### config.mk
export PLATFORM = sky130hd
export DESIGN_NAME = bus_decoder_ws
export DESIGN_NICKNAME = d
export VERILOG_FILES = /design/src/rtl/bus_decoder_ws.sv
export SDC_FILE = /design/constraint.sdc
export NUM_CORES = 1
export LEC_CHECK = 0
export ABC_AREA = 1
export CORE_MARGIN = 4
export CORE_UTILIZATION = 44
export DETAILED_ROUTE_END_ITERATION = 7
export PLACE_DENSITY = 0.94
export REMOVE_ABC_BUFFERS = 1
export SLEW_MARGIN = 20
export SYNTH_ARGS = -nofsm -noshare
export SYNTH_HDL_FRONTEND = slang
export SYNTH_SLANG_ARGS = --single-unit
### constraint.sdc
create_clock -name clk -period 2 [get_ports clk]
set_clock_uncertainty 0.2 [all_clocks]
set_input_delay 0.4 -clock clk [delete_from_list [all_inputs] [get_ports clk]]
set_output_delay 0.4 -clock clk [all_outputs]
set_load 0.02 [all_outputs]
### src/rtl/bus_decoder_ws.sv
// Registered CPU-bus address decoder: one-hot region select held for a
// per-region wait count, then a one-cycle ready (or error for unmapped regions).
module bus_decoder_ws #(
    parameter int unsigned ADDR_W   = 16,
    parameter int unsigned SEL_W    = 3,
    localparam int unsigned NREG    = 2 ** SEL_W,
    parameter logic [4*NREG-1:0] WAIT_CFG = 32'h3000_0000,
    parameter logic [NREG-1:0]   MAP_MASK = 8'hFF
) (
    input  logic              clk,
    input  logic              rst,
    input  logic              en,
    input  logic [ADDR_W-1:0] add,
    input  logic              we,
    output logic [NREG-1:0]   cs,
    output logic              cs_we,
    output logic [SEL_W-1:0]  region,
    output logic              busy,
    output logic              rdy,
    output logic              err
);

    localparam int unsigned CNT_W = 4;

    typedef enum logic [1:0] {
        S_IDLE,
        S_ACCESS,
        S_ERR
    } state_t;

    state_t             state, state_d;
    logic [CNT_W-1:0]   cnt, cnt_d;
    logic [NREG-1:0]    cs_d;
    logic               cs_we_d;
    logic [SEL_W-1:0]   region_d;
    logic               busy_d;
    logic               rdy_d;
    logic               err_d;

    logic [SEL_W-1:0]   sel;
    logic [CNT_W-1:0]   wait_sel;

    // Only the region bits of the address matter to the decoder.
    logic unused_addr;
    assign unused_addr = ^add[ADDR_W-SEL_W-1:0];

    assign sel      = add[ADDR_W-1 -: SEL_W];
    assign wait_sel = WAIT_CFG[CNT_W*32'(sel) +: CNT_W];

    // Next-state and next-output logic; rdy/err are pulses so they default low.
    always_comb begin
        state_d  = state;
        cnt_d    = cnt;
        cs_d     = cs;
        cs_we_d  = cs_we;
        region_d = region;
        busy_d   = busy;
        rdy_d    = 1'b0;
        err_d    = 1'b0;
        case (state)
            S_IDLE: begin
                cs_d    = '0;
                cs_we_d = 1'b0;
                busy_d  = 1'b0;
                cnt_d   = '0;
                if (en) begin
                    region_d = sel;
                    busy_d   = 1'b1;
                    cnt_d    = wait_sel;
                    if (MAP_MASK[sel]) begin
                        state_d = S_ACCESS;
                        cs_d    = NREG'(1) << sel;
                        cs_we_d = we;
                        rdy_d   = (wait_sel == '0);
                    end else begin
                        state_d = S_ERR;
                        rdy_d   = 1'b1;
                        err_d   = 1'b1;
                    end
                end
            end
            S_ACCESS: begin
                if (cnt != '0) begin
                    cnt_d = cnt - CNT_W'(1);
                    rdy_d = (cnt == CNT_W'(1));
                end else begin
                    state_d = S_IDLE;
                    cs_d    = '0;
                    cs_we_d = 1'b0;
                    busy_d  = 1'b0;
                end
            end
            S_ERR: begin
                state_d = S_IDLE;
                cnt_d   = '0;
                busy_d  = 1'b0;
            end
            default: begin
                state_d = S_IDLE;
                cnt_d   = '0;
                cs_d    = '0;
                cs_we_d = 1'b0;
                busy_d  = 1'b0;
            end
        endcase
    end

    // State and output registers with synchronous reset.
    always_ff @(posedge clk) begin
        if (rst) begin
            state  <= S_IDLE;
            cnt    <= '0;
            cs     <= '0;
            cs_we  <= 1'b0;
            region <= '0;
            busy   <= 1'b0;
            rdy    <= 1'b0;
            err    <= 1'b0;
        end else begin
            state  <= state_d;
            cnt    <= cnt_d;
            cs     <= cs_d;
            cs_we  <= cs_we_d;
            region <= region_d;
            busy   <= busy_d;
            rdy    <= rdy_d;
            err    <= err_d;
        end
    end

endmodule

=== Word level (Yosys, flattened, before mapping) ===
Memories as Yosys holds them, arrays and structs flattened.
Cells that the tools add are included.
W data, S select, Z words.

* Register bits after elaboration: 21
* Memory bits (read-only): 8
* Input bits: 20
* Memories kept: 1

{| class="wikitable"
|+ Memories
! memory !! depth !! bits a word !! rd ports !! clocked after Yosys merged registers in !! wr ports !! line !! source
|-
| (no name shown) || 8 || 1 || 1 || 0 || 0 || 70 || <nowiki>if (MAP_MASK[sel]) begin</nowiki>
|}

* Add/subtract/negate cells: 1
* Magnitude comparators: 1
* Equality and inequality tests: 6
* Shifts and indexed selects: 2
* Muxes and demuxes: 23
* Bitwise gates (word level): 3
* Reduce and logical (&&, ||, !) cells: 7

{| class="wikitable"
|+ Operators by type and width
! operator !! number
|-
| $shiftx A32 B6 Y4 const A || 1
|-
| $mux W8 || 3
|-
| $pmux W8 S3 || 1
|-
| $mux W1 || 9
|-
| $mux W4 || 2
|-
| $pmux W4 S2 || 1
|-
| $shl A1 B3 Y8 const A || 1
|-
| $mux W2 || 3
|-
| $ne A2 B2 Y1 const B || 3
|-
| $reduce_and A2 Y1 || 3
|-
| $eq A4 B1 Y1 const B || 1
|-
| $logic_not A4 Y1 || 1
|-
| $lt A3 B4 Y1 const B || 1
|-
| $pmux W1 S2 || 2
|-
| $pmux W2 S2 || 1
|-
| $reduce_bool A4 Y1 || 1
|-
| $sub A4 B1 Y4 const B || 1
|-
| $not A1 Y1 || 3
|-
| $pmux W1 S3 || 1
|-
| $reduce_or A3 Y1 || 1
|-
| $eq A2 B1 Y1 const B || 1
|-
| $eq A2 B2 Y1 const B || 1
|-
| $logic_not A2 Y1 || 1
|}

=== Logic depth before layout (Yosys ltp) ===
* Depth in word-level cells: 5
* Depth in mapped cells: 6
* Gate-level depth less buffers: 6

=== Worst setup path after synthesis ===
OpenSTA, ideal clock, no wires.

* Kind: register to register
* Start: reg cnt[0]
* End: reg rdy
* Library setup time: 67 ps
* Arrival: 1,046 ps
* Data required time: 1,733 ps
* Slack: 687 ps
* Stages on the path, launching flop included: 7
* Buffers on the path: 1
* Period minus slack after synthesis: 1,313 ps
* Cells stage by stage: dfxtp_1 > inv_1 > ha_1 > nand2_1 > nand3_2 > buf_6 > o21ai_2

* Cells in the longest elaborated chain, start to end: 3

{| class="wikitable"
|+ RTL lines
! what !! line !! source
|-
| start: declaration || 32 || <nowiki>logic [CNT_W-1:0] cnt, cnt_d;</nowiki>
|-
| start signal: assignment || 121 || <nowiki>cnt <= cnt_d;</nowiki>
|-
| $eq A4 B1 Y1 or $reduce_bool A4 Y1 (tied branches) || 85, 83 ||
|-
| $mux W1 (*) || 83 || <nowiki>if (cnt != '0) begin</nowiki>
|-
| $pmux W1 S2 (*) || 60 || <nowiki>case (state)</nowiki>
|-
| end signal: assignment || 126 || <nowiki>rdy <= rdy_d;</nowiki>
|-
| end: declaration || 19 || <nowiki>output logic rdy,</nowiki>
|}

Every way passes the cells marked *; elsewhere a longest branch is shown, timed or not.
A chain may end at the register's enable or synchronous reset.

=== Worst setup path in the final report ===
* Start: reg cs[2]
* End: out cs[2]

{| class="wikitable"
|+ RTL lines
! what !! line !! source
|-
| start: declaration || 15 || <nowiki>output logic [NREG-1:0] cs,</nowiki>
|-
| start signal: assignment || 122 || <nowiki>cs <= cs_d;</nowiki>
|}

No word-level cell between the ends.

==> run summary <==
Gr ovfl total = 0
Register area share after synthesis = 45.51%
Routed vias = 733
Post-CTS Setup Repair Bufs = 0
Fin Setup TNS = 0 ps
Standard-cell rows = 15
Critical Path Max Stage Delay = 640 ps
Clock root buffer = clkbuf_4
Overall power = 0.7705 mW
Drt pass-1 iters = 4
Maximum vdd drop = 0.4832 mV
CP top delay family = buffers and inverters
Post-Route WL = 1714 µm
Synth Instances = 107
Post-synthesis compound-gate area fraction = 13.17%
CTS tree = yes
Crit path DAT = 1290 ps
Quantity of gates resized following cts = 0
DRT antenna net count = 0
Die area = 0.002661 mm²
Fraction of the mapped netlist area in adder cells = 4.491%
DP HPWL = 1394 µm
Final Cycle Share = 94.43%
Sink Count = 19
Fin crit period = 1889 ps
Main combinational cell family by area after synthesis = simple AND/OR/NAND/NOR gates
Hold WS = 266.0 ps
Simple logic cell fraction of the synthesized area = 25.45%
Vias in the first global route = 726
CP cell instances = clkdlybuf4s50_1
Worst-path maximum fanout = 2
First-pass GRT wire length = 2973 µm
Layout area overhead = 31.44%
GRT Overall Usage = 14.29%
Clock H-tree levels = 1
Ys Warns = 0
Residual DRC = 0
Leak pwr = 0.4487 nW
Drt initial violations = 14
CP Capture Type = primary output
Post-layout util = 62.27%
Multiplexer share of the synthesized area = 0%
Status = finished clean
Crit Path Category = reg -> out
Initial Utilization = 47.38%
Maximum number of pins on one net before global-route repair = 12
Post-Syn Area = 835.8 µm²
RSZ-0062 raised after global routing = no
Crit start category = flip-flop
#FFs+latches synth = 19
Cell variety after synth = 21
DR WL/cell = 10.92 µm
Initial antenna violation count = 0
Worst path slowest cell = clkdlybuf4s50_1
Io pins = 35
Cell Pwr Density = 701.3 mW/mm²
Clock transition at path regs = 110 ps
F_max = 0.5295 GHz
Vias per inst = 4.669
Critical path required time = 1400 ps
Core box area = 0.001764 mm²
Max cap viols = 0
Hold/Removal Path Class = reg -> reg
Clk_lat worst skew = 290 ps
Slew Viols, Final = 0
Vert. Die Dim = 51.59 µm
Final Hold Fails = 0
Buffers on Ports = 20
Layout cells sized above 1 = 14.39%
Post-synthesis xor/xnor area fraction = 1.048%
Syn Area/Cell = 7.811 µm²
CP Buf/Inv Count = 1
Final #Nets = 156
Number of CTS-inserted buffers = 3
Post-CTS Hold Fix Bufs = 0
Placer Congestion = 0.8148
Setup Viol. Count Final = 0
Die Wd = 51.59 µm
Max clock buf depth = 2
Ant diodes = 0
[path summary, 6_finish.rpt]
| kind | startpoint | to | slack [ps] | cells after the start |
|---|---|---|---|---|
| hold reg to reg | cs[7] | cs[7] | 270 | 2 |
| setup reg to reg | cnt[0] | cs[6] | 500 | 6 |
| hold / removal | cs[7] | cs[7] | 270 | 2 |
| setup / recovery | cs[2] | cs[2] | 110 | 1 |
[cells in the mapped netlist]
master / n / area (µm²)
buf_6: 1 / 11.26
nor2_1: 12 / 45.04
a21oi_2: 1 / 8.760
or2_0: 1 / 6.260
nand2_1: 22 / 82.58
o21ai_0: 6 / 30.03
nand3_2: 1 / 10.01
nand3_1: 5 / 25.02
dfxtp_1: 19 / 380.4
a21oi_1: 2 / 10.01
inv_1: 15 / 56.30
buf_4: 1 / 7.510
inv_2: 2 / 7.510
ha_1: 3 / 37.54
o21ai_2: 7 / 61.31
xnor2_1: 1 / 8.760
nor3_1: 2 / 10.01
nand3b_1: 2 / 15.01
nor2_2: 1 / 6.260
nand4_1: 2 / 12.51
conb_1: 1 / 3.750
[cells in the final DEF (no fill, tap or decap)]
master / n
o21ai_0: 6
nand3_2: 1
dfxtp_1: 19
buf_4: 3
nor2_1: 12
inv_2: 2
clkbuf_4: 3
nor2_2: 1
ha_1: 3
a21oi_1: 2
nand2_1: 22
xnor2_1: 1
nor3_1: 2
clkinv_2: 1
inv_1: 15
nand3b_1: 2
nand4_1: 2
o21ai_2: 7
conb_1: 1
nand3_1: 5
clkdlybuf4s50_1: 20
or2_0: 1
a21oi_2: 1
[power by group]
group	leakage, nW	switching [mW]	internal, mW
Combinational	0.276	0.0968	0.0728
Sequential	0.155	0.0142	0.400
Clock	0.0177	0.113	0.0742
[cell type report]
cell class	count	area, µm²
fillers	159	665.6
flip-flops and latches	19	380.4
multi-input cells	69	372.9
repair buffers	23	222.7
inverters	17	63.81
well taps	25	31.28
clock buffers	3	22.52
clock inverters	1	5.005
[per-stage QoR]
step | std cells | cell area [µm²] | setup WS (ps)
after CTS | 157 | 1099 | 97.00
after global routing | 157 | 1099 | 57.85
after floorplan | 105 | 817.0 | 589.7
final | 157 | 1099 | 111.5
after global placement | 153 | 1071 | 248.3
after detailed placement | 153 | 1071 | 272.8
[metal layers]
layer / GRT usage (%) / part of all wire [%]
met3: 3.438 / 5.0
met1: 16.25 / 42
met4: 2.620 / 0
met5: 0 / 0
met2: 26.91 / 53
[flip-flops by register name, indices dropped and copies added (netlist names)]
register and count:
cs 8, cs_we 1, region 3, cnt 4, state 1, busy 1
rdy 1
[logic make-up (layout without fill, tap and decap cells)]
family	Yosys count	after routing
compound gates	16	16
xor+xnor	1	1
fa+ha+maj	3	3
buf+inv	19	44
flops	19	19
other cells	1	1
simple gates	48	48
Power figures use the tool's default switching activity.
